===== src/rtl/ap_ctrl_perf_monitor_if.sv =====
// Handshake and read-port bundle for ap_ctrl_perf_monitor.
// master: the side that drives the monitored handshakes and issues reads.
// slave : the monitor itself.
interface ap_ctrl_perf_monitor_if #(
    parameter int NUM_CH = 4,
    parameter int CNT_W  = 32
);
    localparam int CH_W = (NUM_CH > 1) ? $clog2(NUM_CH) : 1;

    logic [NUM_CH-1:0] ch_start;
    logic [NUM_CH-1:0] ch_ready;
    logic [NUM_CH-1:0] ch_done;
    logic [NUM_CH-1:0] ch_continue;
    logic [NUM_CH-1:0] ch_iter;
    logic              rd_req;
    logic [CH_W-1:0]   rd_ch;
    logic [2:0]        rd_sel;
    logic              rd_valid;
    logic [CNT_W-1:0]  rd_data;
    logic [NUM_CH-1:0] ch_busy;
    logic              any_ovf;

    modport master (
        output ch_start, ch_ready, ch_done, ch_continue, ch_iter,
        output rd_req, rd_ch, rd_sel,
        input  rd_valid, rd_data, ch_busy, any_ovf
    );

    modport slave (
        input  ch_start, ch_ready, ch_done, ch_continue, ch_iter,
        input  rd_req, rd_ch, rd_sel,
        output rd_valid, rd_data, ch_busy, any_ovf
    );
endinterface


===== src/rtl/ap_ctrl_perf_monitor.sv =====
// Multi-channel ap_ctrl_hs / ap_ctrl_chain performance monitor.
// Each channel tracks start/done/continue with a small FSM and accumulates
// saturating transaction, latency, busy-cycle and iteration counters.
// A registered read port exposes every counter one cycle after a request.
// Optional feature: define APMON_MINMAX_EN to keep per-channel min/max latency.
module ap_ctrl_perf_monitor #(
    parameter int NUM_CH = 4,
    parameter int CNT_W  = 32
) (
    input  logic                  clock,
    input  logic                  reset,
    input  logic                  finish,
    ap_ctrl_perf_monitor_if.slave bus
);
    localparam int CH_W = (NUM_CH > 1) ? $clog2(NUM_CH) : 1;
    localparam logic [CNT_W-1:0] CNT_ZERO = {CNT_W{1'b0}};
    localparam logic [CNT_W-1:0] CNT_ONE  = {{(CNT_W-1){1'b0}}, 1'b1};
    localparam logic [CNT_W-1:0] CNT_MAX  = {CNT_W{1'b1}};

    typedef enum logic [1:0] {
        ST_IDLE  = 2'd0,
        ST_BUSY  = 2'd1,
        ST_DWAIT = 2'd2
    } state_t;

    // Saturating increment: holds at all-ones.
    function automatic logic [CNT_W-1:0] sat_inc(input logic [CNT_W-1:0] v, input logic en);
        if (en && (v != CNT_MAX)) sat_inc = v + CNT_ONE;
        else                      sat_inc = v;
    endfunction

    // True when this increment lands the counter on (or keeps it at) all-ones.
    function automatic logic hit_max(input logic [CNT_W-1:0] v, input logic en);
        hit_max = en && (v >= (CNT_MAX - CNT_ONE));
    endfunction

    state_t            state_r     [NUM_CH];
    state_t            state_nxt_s [NUM_CH];
    logic [CNT_W-1:0]  lat_r       [NUM_CH];
    logic [CNT_W-1:0]  lat_nxt_s   [NUM_CH];
    logic [CNT_W-1:0]  start_cnt_r [NUM_CH];
    logic [CNT_W-1:0]  done_cnt_r  [NUM_CH];
    logic [CNT_W-1:0]  busy_cyc_r  [NUM_CH];
    logic [CNT_W-1:0]  last_lat_r  [NUM_CH];
    logic [CNT_W-1:0]  iter_cnt_r  [NUM_CH];
`ifdef APMON_MINMAX_EN
    logic [CNT_W-1:0]  min_lat_r   [NUM_CH];
    logic [CNT_W-1:0]  max_lat_r   [NUM_CH];
`endif
    logic [CNT_W-1:0]  ch_val_s    [NUM_CH];
    logic [NUM_CH-1:0] start_hit_s;
    logic [NUM_CH-1:0] cmpl_s;
    logic [NUM_CH-1:0] busy_inc_s;
    logic [NUM_CH-1:0] lat_inc_s;
    logic [NUM_CH-1:0] ovf_r;
    logic [NUM_CH-1:0] ovf_nxt_s;
    logic [NUM_CH-1:0] ch_busy_r;
    logic              any_ovf_r;
    logic              rd_valid_r;
    logic [CNT_W-1:0]  rd_data_r;
    logic [CNT_W-1:0]  rd_mux_s;

    assign start_hit_s = bus.ch_start & bus.ch_ready;

    // Per-channel FSM next state, latency tracking and completion detect.
    always_comb begin
        cmpl_s     = {NUM_CH{1'b0}};
        busy_inc_s = {NUM_CH{1'b0}};
        lat_inc_s  = {NUM_CH{1'b0}};
        for (int i = 0; i < NUM_CH; i++) begin
            state_nxt_s[i] = state_r[i];
            lat_nxt_s[i]   = lat_r[i];
            case (state_r[i])
                ST_IDLE: begin
                    if (bus.ch_start[i]) begin
                        lat_nxt_s[i] = CNT_ONE;
                        if (bus.ch_done[i] && bus.ch_continue[i]) begin
                            cmpl_s[i]      = 1'b1;
                            state_nxt_s[i] = ST_IDLE;
                        end else if (bus.ch_done[i]) begin
                            state_nxt_s[i] = ST_DWAIT;
                        end else begin
                            state_nxt_s[i] = ST_BUSY;
                        end
                    end else begin
                        state_nxt_s[i] = ST_IDLE;
                    end
                end
                ST_BUSY: begin
                    busy_inc_s[i] = 1'b1;
                    lat_inc_s[i]  = 1'b1;
                    lat_nxt_s[i]  = sat_inc(lat_r[i], 1'b1);
                    if (bus.ch_done[i] && bus.ch_continue[i]) begin
                        cmpl_s[i]      = 1'b1;
                        state_nxt_s[i] = ST_IDLE;
                    end else if (bus.ch_done[i]) begin
                        state_nxt_s[i] = ST_DWAIT;
                    end else begin
                        state_nxt_s[i] = ST_BUSY;
                    end
                end
                ST_DWAIT: begin
                    busy_inc_s[i] = 1'b1;
                    if (bus.ch_continue[i]) begin
                        cmpl_s[i]      = 1'b1;
                        state_nxt_s[i] = ST_IDLE;
                    end else begin
                        state_nxt_s[i] = ST_DWAIT;
                    end
                end
                default: begin
                    state_nxt_s[i] = ST_IDLE;
                end
            endcase
        end
    end

    // Sticky overflow: set when any counter of the channel reaches all-ones.
    always_comb begin
        ovf_nxt_s = ovf_r;
        for (int i = 0; i < NUM_CH; i++) begin
            ovf_nxt_s[i] = ovf_r[i]
                         | hit_max(start_cnt_r[i], start_hit_s[i])
                         | hit_max(done_cnt_r[i],  cmpl_s[i])
                         | hit_max(busy_cyc_r[i],  busy_inc_s[i])
                         | hit_max(iter_cnt_r[i],  bus.ch_iter[i])
                         | hit_max(lat_r[i],       lat_inc_s[i]);
        end
    end

    // State and counter registers; everything holds while finish is high.
    always_ff @(posedge clock) begin
        if (reset) begin
            for (int i = 0; i < NUM_CH; i++) begin
                state_r[i]     <= ST_IDLE;
                lat_r[i]       <= CNT_ZERO;
                start_cnt_r[i] <= CNT_ZERO;
                done_cnt_r[i]  <= CNT_ZERO;
                busy_cyc_r[i]  <= CNT_ZERO;
                last_lat_r[i]  <= CNT_ZERO;
                iter_cnt_r[i]  <= CNT_ZERO;
`ifdef APMON_MINMAX_EN
                min_lat_r[i]   <= CNT_MAX;
                max_lat_r[i]   <= CNT_ZERO;
`endif
            end
            ovf_r     <= {NUM_CH{1'b0}};
            ch_busy_r <= {NUM_CH{1'b0}};
            any_ovf_r <= 1'b0;
        end else if (!finish) begin
            for (int i = 0; i < NUM_CH; i++) begin
                state_r[i]     <= state_nxt_s[i];
                lat_r[i]       <= lat_nxt_s[i];
                start_cnt_r[i] <= sat_inc(start_cnt_r[i], start_hit_s[i]);
                done_cnt_r[i]  <= sat_inc(done_cnt_r[i], cmpl_s[i]);
                busy_cyc_r[i]  <= sat_inc(busy_cyc_r[i], busy_inc_s[i]);
                iter_cnt_r[i]  <= sat_inc(iter_cnt_r[i], bus.ch_iter[i]);
                ch_busy_r[i]   <= (state_nxt_s[i] != ST_IDLE);
                if (cmpl_s[i]) begin
                    // lat_nxt_s already includes the completing cycle
                    last_lat_r[i] <= lat_nxt_s[i];
`ifdef APMON_MINMAX_EN
                    if (lat_nxt_s[i] < min_lat_r[i]) min_lat_r[i] <= lat_nxt_s[i];
                    if (lat_nxt_s[i] > max_lat_r[i]) max_lat_r[i] <= lat_nxt_s[i];
`endif
                end
            end
            ovf_r     <= ovf_nxt_s;
            any_ovf_r <= |ovf_nxt_s;
        end
    end

    // Per-channel view of the selected counter (pre-update values).
    always_comb begin
        for (int i = 0; i < NUM_CH; i++) begin
            case (bus.rd_sel)
                3'd0:    ch_val_s[i] = start_cnt_r[i];
                3'd1:    ch_val_s[i] = done_cnt_r[i];
                3'd2:    ch_val_s[i] = busy_cyc_r[i];
                3'd3:    ch_val_s[i] = last_lat_r[i];
                3'd4:    ch_val_s[i] = iter_cnt_r[i];
`ifdef APMON_MINMAX_EN
                3'd5:    ch_val_s[i] = min_lat_r[i];
                3'd6:    ch_val_s[i] = max_lat_r[i];
`else
                3'd5:    ch_val_s[i] = CNT_ZERO;
                3'd6:    ch_val_s[i] = CNT_ZERO;
`endif
                3'd7:    ch_val_s[i] = {{(CNT_W-3){1'b0}}, ovf_r[i], state_r[i]};
                default: ch_val_s[i] = CNT_ZERO;
            endcase
        end
    end

    // Channel select as an AND-OR mux; an out-of-range rd_ch matches nothing and yields 0.
    always_comb begin
        rd_mux_s = CNT_ZERO;
        for (int i = 0; i < NUM_CH; i++) begin
            rd_mux_s = rd_mux_s | (ch_val_s[i] & {CNT_W{bus.rd_ch == CH_W'(i)}});
        end
    end

    // Registered read port; data holds when no request is made.
    always_ff @(posedge clock) begin
        if (reset) begin
            rd_valid_r <= 1'b0;
            rd_data_r  <= CNT_ZERO;
        end else begin
            rd_valid_r <= bus.rd_req;
            if (bus.rd_req) rd_data_r <= rd_mux_s;
        end
    end

    assign bus.rd_valid = rd_valid_r;
    assign bus.rd_data  = rd_data_r;
    assign bus.ch_busy  = ch_busy_r;
    assign bus.any_ovf  = any_ovf_r;
endmodule


===== src/flat_wrapper.sv =====
// flat-port wrapper written by rule: the top's interface ports become plain ports
module ap_ctrl_perf_monitor_flat 
#(
    parameter int NUM_CH = 4,
    parameter int CNT_W  = 32
)
  (clock, reset, finish, bus_ch_start, bus_ch_ready, bus_ch_done, bus_ch_continue, bus_ch_iter, bus_rd_req, bus_rd_ch, bus_rd_sel, bus_rd_valid, bus_rd_data, bus_ch_busy, bus_any_ovf);
  ap_ctrl_perf_monitor_if #(.NUM_CH(NUM_CH), .CNT_W(CNT_W)) bus_i ();
  input  logic clock;
  input  logic reset;
  input  logic finish;
  input wire logic [$bits(bus_i.ch_start)-1:0] bus_ch_start;
  input wire logic [$bits(bus_i.ch_ready)-1:0] bus_ch_ready;
  input wire logic [$bits(bus_i.ch_done)-1:0] bus_ch_done;
  input wire logic [$bits(bus_i.ch_continue)-1:0] bus_ch_continue;
  input wire logic [$bits(bus_i.ch_iter)-1:0] bus_ch_iter;
  input wire logic [$bits(bus_i.rd_req)-1:0] bus_rd_req;
  input wire logic [$bits(bus_i.rd_ch)-1:0] bus_rd_ch;
  input wire logic [$bits(bus_i.rd_sel)-1:0] bus_rd_sel;
  output wire logic [$bits(bus_i.rd_valid)-1:0] bus_rd_valid;
  output wire logic [$bits(bus_i.rd_data)-1:0] bus_rd_data;
  output wire logic [$bits(bus_i.ch_busy)-1:0] bus_ch_busy;
  output wire logic [$bits(bus_i.any_ovf)-1:0] bus_any_ovf;
  assign bus_i.ch_start = bus_ch_start;
  assign bus_i.ch_ready = bus_ch_ready;
  assign bus_i.ch_done = bus_ch_done;
  assign bus_i.ch_continue = bus_ch_continue;
  assign bus_i.ch_iter = bus_ch_iter;
  assign bus_i.rd_req = bus_rd_req;
  assign bus_i.rd_ch = bus_rd_ch;
  assign bus_i.rd_sel = bus_rd_sel;
  assign bus_rd_valid = bus_i.rd_valid;
  assign bus_rd_data = bus_i.rd_data;
  assign bus_ch_busy = bus_i.ch_busy;
  assign bus_any_ovf = bus_i.any_ovf;
  ap_ctrl_perf_monitor #(.NUM_CH(NUM_CH), .CNT_W(CNT_W)) u_core (.clock(clock), .reset(reset), .finish(finish), .bus(bus_i));
endmodule

===== config.mk =====
export PLATFORM = sky130hd
export DESIGN_NAME = ap_ctrl_perf_monitor_flat
export DESIGN_NICKNAME = d
export VERILOG_FILES = /design/src/rtl/ap_ctrl_perf_monitor_if.sv /design/src/rtl/ap_ctrl_perf_monitor.sv /design/src/flat_wrapper.sv
export SDC_FILE = /design/constraint.sdc
export NUM_CORES = 2
export LEC_CHECK = 0
export ABC_AREA = 1
export BUFFER_PORTS_ARGS = -buffer_cell sky130_fd_sc_hd__buf_2
export CELL_PAD_IN_SITES_DETAIL_PLACEMENT = 1
export CELL_PAD_IN_SITES_GLOBAL_PLACEMENT = 2
export CORE_UTILIZATION = 43
export CTS_BUF_LIST = sky130_fd_sc_hd__clkbuf_8
export DETAILED_ROUTE_END_ITERATION = 10
export PLACE_DENSITY_LB_ADDON = 0.12
export SLEW_MARGIN = 20
export SYNTH_ARGS = -nofsm -noshare
export SYNTH_HDL_FRONTEND = slang
export SYNTH_SLANG_ARGS = --single-unit

===== constraint.sdc =====
create_clock -name clock -period 19.5 [get_ports clock]
set_input_delay 3.9 -clock clock [delete_from_list [all_inputs] [get_ports clock]]
set_output_delay 3.9 -clock clock [all_outputs]
set_load 0.01 [all_outputs]

==> results.yml <==
power_and_ir_drop:
  p_clk_share_pct: 38.6
  swShare_pct: 31.2
  p_int_mw: 3.04
  power_switching_mw: 1.38
  pwr-share-seq_pct: 50.4
  leakagePower_nw: 21.2
  p_comb_share_pct: 11.0
  max-vdd-ir-drop_mv: 0.0752
  power.density_mw_per_mm2: 76.1
  p_total_mw: 4.42
synth:
  synthesis.area_mm2: 0.0530
  avgSynthCellArea_um2: 7.55
  yosys.area_share.simple_pct: 32.6
  synth_xor_area_share_pct: 1.85
  synth_edf_count: 776
  synthAdderAreaFrac_pct: 1.32
  ys.flop_type: "edfxtp_1"
  async_flop_share_pct: 0
  synth_cells: 7016
  synth-seq-area-share_pct: 45.6
  synth_compound_area_share_pct: 11.6
  ys_warn_count: 0
  muxShareOfSynthArea_pct: 0
  yosysUniqueCellTypes: 60
  synth_fp_nets: 7101
  ys_seq_elements: 818
  synth_top_family_by_area: "simple AND/OR/NAND/NOR gates"
clock_network:
  clockBufferDepth: 3
  cts_resized: 0
  clock_sinks: 818
  post_cts_buffers: 0
  clk_latency_ns: 0.90
  numCtsBuffers: 161
  clk_pin_slew_ns: 0.06
  root_buffer: "clkbuf_8"
  holdBufCountCts: 0
  cts_tree: "yes"
  htree_num_levels: 4
place:
  place_area_mm2: 0.0550
  portBuffers: 66
  dp_slack_ns: 11.90
  dp_hpwl_mm: 173
  place.gp.congestion: 1.01
finish:
  drive_above_1_share_pct: 8.17
  fill_cells: 15300
  stdcell_area_mm2: 0.0580
  nets: 7180
  post-route-util_pct: 47.6
  multiInputGateArea_mm2: 0.0252
  register_area_mm2: 0.0241
  synthToLayoutAreaGrowth_pct: 9.52
global_routing:
  grt_first_pass_wirelength_mm: 338
  grt_overflow: 0
  grt_start_max_net_pins: 172
  antenna_found_initial: 9
  grt_pass1_vias: 51500
  grt.total_usage_pct: 36.0
timing:
  tightest_slew_ns: 1.12
  post-route-period-util_pct: 34.9
  setup_tns_ns: 0
  layout_min_cycle_time_ns: 6.80
  fmax_mhz: 147
  setup_viol: 0
  finClkSkew_ns: 0.0338
  relSlewSlack_pct: 24.3
  final_max_slew_viol_count: 0
  rsz0062_at_grt: "false"
  fin_ws_ns: 12.70
  finalHoldViolCount: 0
route:
  vias: 52500
  dr.pass1.iters: 6
  drtIter0Drc: 5866
  antenna_left: 0
  drt-wirelength-per-cell_um: 25.8
  totalWireLength_mm: 228
  route.detailed.drc: 0
  vias_per_cell: 5.93
worst_setup_path:
  critPathRequiredTime_ns: 20.30
  r2r_end: "u_core.done_cnt_r[0][30]"
  endpoint_kind: "flop"
  crit_path_end: "u_core.bus.rd_data[25]"
  setup.reg_to_reg.worst_slack_ns: 15.66
  rr_startpoint: "u_core.state_r[0][1]"
  cp-start-kind: "primary input"
  arrival_ns: 7.59
  worstSetupPathType: "in -> reg"
  cp_max_fo: 40
  reg2reg_depth: 13
  cp-startpoint: "bus_rd_sel[0]"
die:
  io_pins: 67
  dieWidth_um: 353
  dieArea_mm2: 0.125
  fp.dieH_um: 353
  core_mm2: 0.122
  start_util_pct: 43.4
  num_rows: 128
flow_run:
  max_cap_violations: 0
min_path:
  hp-class: "reg -> reg"
status:
  status: "completed"
[flip-flops by register name, indices dropped and copies added, names as in the netlist]
name,count
u_core.busy_cyc_r,128
u_core.bus.rd_valid,1
u_core.start_cnt_r,128
u_core.iter_cnt_r,128
u_core.lat_r,128
u_core.ovf_r,4
u_core.bus.any_ovf,1
u_core.bus.rd_data,32
u_core.last_lat_r,128
u_core.state_r,8
u_core.done_cnt_r,128
u_core.bus.ch_busy,4
[cell type report]
type | count | share of cell area, %
timing repair buffer | 127 | 1.46
inverter | 746 | 4.85
antenna | 2 | 0.00862
clock buffer | 179 | 4.24
tap | 1625 | 3.50
clock inverter | 114 | 0.901
multi-input combinational | 5241 | 43.4
sequential | 818 | 41.6
[routing by layer]
metal  vias up  track usage, %  share of wire (%)  routed length [um]
met1     26200            50.5                 44               99400
met4         8            12.3                3.5                7910
met2      2131            56.2                 45              102000
li1      23800               -                  -                   -
met5         -               0              0.024                  54
met3       365            5.91                8.1               18500
[power groups by stage]
stage	Clock, mW	Sequential [mW]	Combinational, mW
3_3_place_gp	0	2.25	0.464
4_1_cts	1.73	2.22	0.477
3_5_place_dp	0	2.26	0.474
2_1_floorplan	0	2.18	0.290
5_1_grt	1.79	2.24	0.522
6_report	1.71	2.23	0.484
[logic make-up (layout without fill, tap and decap cells)]
kind of cell,Yosys count,after routing
AOI/OAI and AO/OA,1124,1124
DFF,818,818
buffers and inverters,957,1166
and+or+nand+nor,3949,3949
adders and majority gates,56,56
other,0,2
xor gates and xnor gates,112,112
[critical path, stage by stage]
cell and delay (ns):
buf_2 0.14, nor2_1 0.11, nand2_2 0.07, buf_4 0.49
inv_2 0.46, buf_4 0.45, nand2_1 0.15, nand4_1 0.17
o21ai_0 0.92, nand3_1 0.40, nor2_1 0.19, nor2_1 0.05
[cells in the mapped netlist (50+ instances only)]
library cell / instances / area, um2
buf_2: 84 / 420
nand4_1: 189 / 1180
nor3_1: 230 / 1150
xor2_1: 75 / 657
or2_2: 75 / 469
inv_1: 721 / 2710
o21ai_0: 371 / 1860
o2111ai_1: 53 / 464
nor2_2: 50 / 313
nand3_1: 327 / 1640
a21oi_1: 530 / 2650
ha_1: 56 / 701
clkbuf_1: 95 / 357
nand2_1: 1868 / 7010
edfxtp_1: 776 / 23300
nor2_1: 977 / 3670
[worst min-delay path by stage]
stage                           from                     to  cells past startpoint
2_1_floorplan        u_core.ovf_r[0]        u_core.ovf_r[0]                      2
3_3_place_gp   u_core.bus.ch_busy[3]  u_core.bus.ch_busy[3]                      1
3_5_place_dp   u_core.bus.ch_busy[3]  u_core.bus.ch_busy[3]                      1
4_1_cts        u_core.bus.ch_busy[3]  u_core.bus.ch_busy[3]                      1
5_1_grt        u_core.bus.ch_busy[3]  u_core.bus.ch_busy[3]                      1
6_report       u_core.bus.ch_busy[3]  u_core.bus.ch_busy[3]                      1
[per-stage QoR]
| step | hold slack, ns | std cells |
|---|---|---|
| 2_1_floorplan | 0.466 | 7016 |
| 3_3_place_gp | 0.449 | 8556 |
| 3_5_place_dp | 0.449 | 8556 |
| 4_1_cts | 0.468 | 8849 |
| 5_1_grt | 0.489 | 8851 |
| 6_report | 0.462 | 8852 |
[cells in the final DEF, fill, tap and decap left out, drive strengths merged, types with 11 or more instances in the layout]
| master | count |
|---|---|
| nand2 | 1891 |
| nor2 | 1052 |
| inv | 798 |
| edfxtp | 776 |
| a21oi | 531 |
| o21ai | 400 |
| nand3 | 344 |
| nor3 | 246 |
| nand4 | 191 |
| clkbuf | 179 |
| buf | 127 |
| or2 | 97 |
| xor2 | 75 |
| ha | 56 |
| clkinv | 56 |
| o2111ai | 53 |
| dfxtp | 42 |
| xnor2 | 37 |
| nor4 | 37 |
| nor3b | 35 |
| o22ai | 32 |
| o21a | 24 |
| nand3b | 23 |
| and2 | 21 |
| o211ai | 19 |
| a211oi | 19 |
| o31ai | 18 |
| a31oi | 13 |
| and3 | 11 |
Power figures use the tool's default switching activity.
